===== config.mk =====
export PLATFORM = sky130hd
export DESIGN_NAME = call_stack
export DESIGN_NICKNAME = d
export VERILOG_FILES = /design/src/rtl/call_stack.sv
export SDC_FILE = /design/constraint.sdc
export NUM_CORES = 1
export LEC_CHECK = 0
export BUFFER_PORTS_ARGS = -buffer_cell sky130_fd_sc_hd__buf_2
export CAP_MARGIN = 5
export CORE_MARGIN = 2
export CORE_UTILIZATION = 40
export CTS_CLUSTER_SIZE = 10
export DETAILED_ROUTE_END_ITERATION = 12
export PLACE_DENSITY = 0.59
export SKIP_LAST_GASP = 1
export SYNTH_ARGS = -nofsm -noshare
export SYNTH_HDL_FRONTEND = slang
export SYNTH_SLANG_ARGS = --single-unit

===== constraint.sdc =====
create_clock -name clk -period 4.4 [get_ports clk]
set_clock_uncertainty 0.15 [all_clocks]
set_input_delay 0.66 -clock clk [delete_from_list [all_inputs] [get_ports clk]]
set_output_delay 0.66 -clock clk [all_outputs]
set_load 0.02 [all_outputs]

===== src/rtl/call_stack.sv =====
// Hardware return-address LIFO beside the register file; zero-latency top read.
// Optional STACK_HWM_EN macro enables the high-water-mark register.
module call_stack #(
  parameter  int DATA_WIDTH = 32,
  parameter  int DEPTH      = 8,
  localparam int CW         = $clog2(DEPTH + 1)
) (
  input  logic                  clk,
  input  logic                  rst,
  input  logic                  push,
  input  logic                  pop,
  input  logic [DATA_WIDTH-1:0] push_data,
  output logic [DATA_WIDTH-1:0] top_data,
  output logic [CW-1:0]         count,
  output logic                  empty,
  output logic                  full,
  output logic                  stack_overflow,
  output logic                  stack_underflow,
  output logic [CW-1:0]         high_water
);

  localparam int            AW       = (DEPTH > 1) ? $clog2(DEPTH) : 1;
  localparam logic [CW-1:0] FULL_CNT = CW'(DEPTH);

  logic [DATA_WIDTH-1:0] mem [DEPTH];
  logic [CW-1:0]         sp;
  logic [CW-1:0]         sp_next;
  logic [AW-1:0]         top_idx;
  logic [AW-1:0]         wr_idx;
  logic                  wr_en;
  logic                  ovf_set;
  logic                  unf_set;
  logic                  ovf_q;
  logic                  unf_q;

  assign count           = sp;
  assign empty           = (sp == '0);
  assign full            = (sp == FULL_CNT);
  assign top_idx         = AW'(sp - CW'(1));
  assign top_data        = empty ? '0 : mem[top_idx];
  assign stack_overflow  = ovf_q;
  assign stack_underflow = unf_q;

  // Push+pop on a non-empty stack rewrites the top in place; on an
  // empty stack it degrades to a plain push (empty implies not full).
  always_comb begin
    sp_next = sp;
    wr_en   = 1'b0;
    wr_idx  = AW'(sp);
    ovf_set = 1'b0;
    unf_set = 1'b0;
    priority case (1'b1)
      push && pop && !empty: begin
        wr_en  = 1'b1;
        wr_idx = top_idx;
      end
      push && !full: begin
        wr_en   = 1'b1;
        sp_next = sp + CW'(1);
      end
      push:           ovf_set = 1'b1;
      pop && !empty:  sp_next = sp - CW'(1);
      pop:            unf_set = 1'b1;
      default: ;
    endcase
  end

  always_ff @(posedge clk) begin
    if (rst) begin
      sp    <= '0;
      ovf_q <= 1'b0;
      unf_q <= 1'b0;
    end else begin
      sp    <= sp_next;
      ovf_q <= ovf_q | ovf_set;
      unf_q <= unf_q | unf_set;
    end
  end

  always_ff @(posedge clk) begin
    if (!rst && wr_en)
      mem[wr_idx] <= push_data;
  end

`ifdef STACK_HWM_EN
  logic [CW-1:0] hwm_q;

  always_ff @(posedge clk) begin
    if (rst)
      hwm_q <= '0;
    else if (sp_next > hwm_q)
      hwm_q <= sp_next;
  end

  assign high_water = hwm_q;
`else
  assign high_water = '0;
`endif

endmodule


==> qor.yml <==
ys_types: 38
postRouteAntennaNets: 0
synth-simple-area-share: 0.04183
area_growth_pct: 17.43
io_pins: 80
syn_area_per_cell_um2: 19.58
drive_gt1_frac: 0.3333
rows: 58
drcViolationCount: 0
fin_crit_ps: 3897
synth_top_family_by_area: "multiplexers"
io_buffers: 75
start_kind: "register"
clock.fmax_mhz: 256.6
netlist_area_um2: 10260
synthXorXnorAreaFrac: 0.003415
path_cells: "buf_4, buf_4, mux4_2, nand2_1, a21oi_1, buf_2"
hold_class: "primary input to register"
drt-total-wl_um: 21180
stdcell_area_um2: 12050
vdd_ir_drop_max_mv: 0.6217
finalSetupViolations: 0
setup-tns-final_ps: 0
drv_slew: 0
cts.repair.resized: 0
cts_buffers: 30
holdBufCountCts: 0
place_congestion: 0.7494
antenna_found_initial: 3
cpPeakStageDelay_ps: 700
overflow: 0
synth.area.mux_share: 0.1437
h-tree-depth: 1
yosysWarningCount: 0
drtPass1Iterations: 5
chipWidth_um: 164.1
cp.arrival_ps: 3090
placed_cells: 919
synth_flop_cell: "edfxtp_1"
crit_family: "buffers and inverters"
fillCellCount: 2068
initial_core_util: 0.4074
core_um2: 25180
fin_cells: 966
grt_pass1_vias: 5355
cp_slowest_cell: "buf_4"
cp.required_ps: 3590
dieArea_um2: 26940
clkLatencyLatePin_ps: 530
synth-seq-cells: 262
leakage_nw: 3.963
setup.worst_path.class: "register to primary output"
die_y_um: 164.1
postLayoutCoreUtil: 0.4784
ys_async_sr_fraction: 0
cpMostUsedCell: "buf_4"
rsz0062_at_grt: "false"
fin_nets: 659
clkTransAtPathRegs_ps: 60
first_iter_violations: 363
drv_cap: 0
multi_input_area_um2: 2357
post_drt_wl_per_cell_um: 21.92
viasPerCell: 5.336
synthAdderAreaFrac: 0.002439
placed_cell_area_um2: 11190
report.power.total_w: 0.008256
clock_path_buffers: 3
tightest_slew_ps: 1122
post-dp-hpwl_um: 11870
cts_sinks: 262
fin_crit_sh: 0.8856
grt_pass1_wl_um: 31860
timing.slew.headroom: 0.2500
synth-edff-count: 256
grtUsageTotal: 0.1600
grt_max_degree: 39
cts_tree: "built"
end_kind: "primary output"
synth_cells: 524
powerDensity_nw_per_um2: 685.3
vias: 5155
cts_setup_buffers: 0
path_buf_inv: 3
ys_seq_area_frac: 0.7611
regArea_um2: 7811
run_status: "finished, final reports clean"
hold_viol_final: 0
crit_fanout: 38
cts_root_buf: "clkbuf_16"
synth_compound_area_frac: 0.02732
cell type report:
cell class                 count  share of cell area
inverter                       6            0.001973
multi-input combinational    226              0.1957
tap                          330             0.03427
timing repair buffer          95             0.04882
sequential                   262              0.6484
clock buffer                  43             0.06980
antenna                        3           0.0006232
clock inverter                 1           0.0004155
state kept, by name, summed over array words and instances, names as in the netlist:
signal	flops
count	4
stack_overflow	1
mem	256
stack_underflow	1
per-layer routing:
layer / track usage / share of wire
met2: 0.2752 / 0.51
met3: 0.02727 / 0.053
met5: 0 / 0.00061
met1: 0.2096 / 0.42
met4: 0.04705 / 0.022
stage by stage:
stage	setup slack (ps)	hold slack, ps
floorplan	319.4	429.6
global placement	955.2	297.8
detailed placement	959.2	333.6
CTS	377.7	216.7
global route	217.6	234.5
finish	503.2	238.3
final timing paths:
path | from | depth (start not counted) | to | slack, ps
worst min-delay path | push_data[4] | 1 | mem[2][4] | 240
worst max-delay path | count[0] | 6 | top_data[31] | 500
worst min register to register | stack_underflow | 2 | stack_underflow | 340
worst max register to register | count[1] | 7 | mem[2][11] | 1010
kinds of logic (layout without fill, tap and decap cells):
group           count (synthesis)  after routing
compound gates                 49             49
xor+xnor                        4              4
fa+ha+maj                       2              2
buf+inv                        39            145
flops                         262            262
mux                            67             67
other cells                     1              7
simple gates                  100            100
cell usage after synthesis, drive strengths merged (2+ instances only):
cell type / number / area [µm²]
mux4: 64 / 1441
nand4: 2 / 12.51
edfxtp: 256 / 7687
buf: 22 / 138.9
ha: 2 / 25.02
nand3b: 2 / 15.01
nor2: 13 / 48.80
xnor2: 2 / 17.52
and2: 2 / 12.51
a31oi: 5 / 31.28
dfxtp: 6 / 120.1
clkbuf: 11 / 41.29
xor2: 2 / 17.52
a21oi: 35 / 175.2
o21ai: 2 / 10.01
nor4: 3 / 18.77
mux2: 2 / 22.52
nand2: 71 / 266.5
inv: 5 / 18.77
report_power, final:
part	total [W]	switching, W	internal [W]
logic	0.00309	0.00193	0.00116
registers	0.00300	0.0000640	0.00293
clock network	0.00217	0.000875	0.00129
total	0.00826	0.00287	0.00539
placed cells by master (no fill, tap or decap), drive strengths merged, types with 3 or more instances in the layout:
cell | netlist | routed
clkbuf | 11 | 43
nor4 | 3 | 3
dfxtp | 6 | 6
edfxtp | 256 | 256
nor2 | 13 | 13
nand2 | 71 | 71
mux4 | 64 | 64
conb | 1 | 4
inv | 5 | 5
a21oi | 35 | 35
buf | 22 | 95
diode | 0 | 3
a31oi | 5 | 5
(Power assumes the default switching activity.)
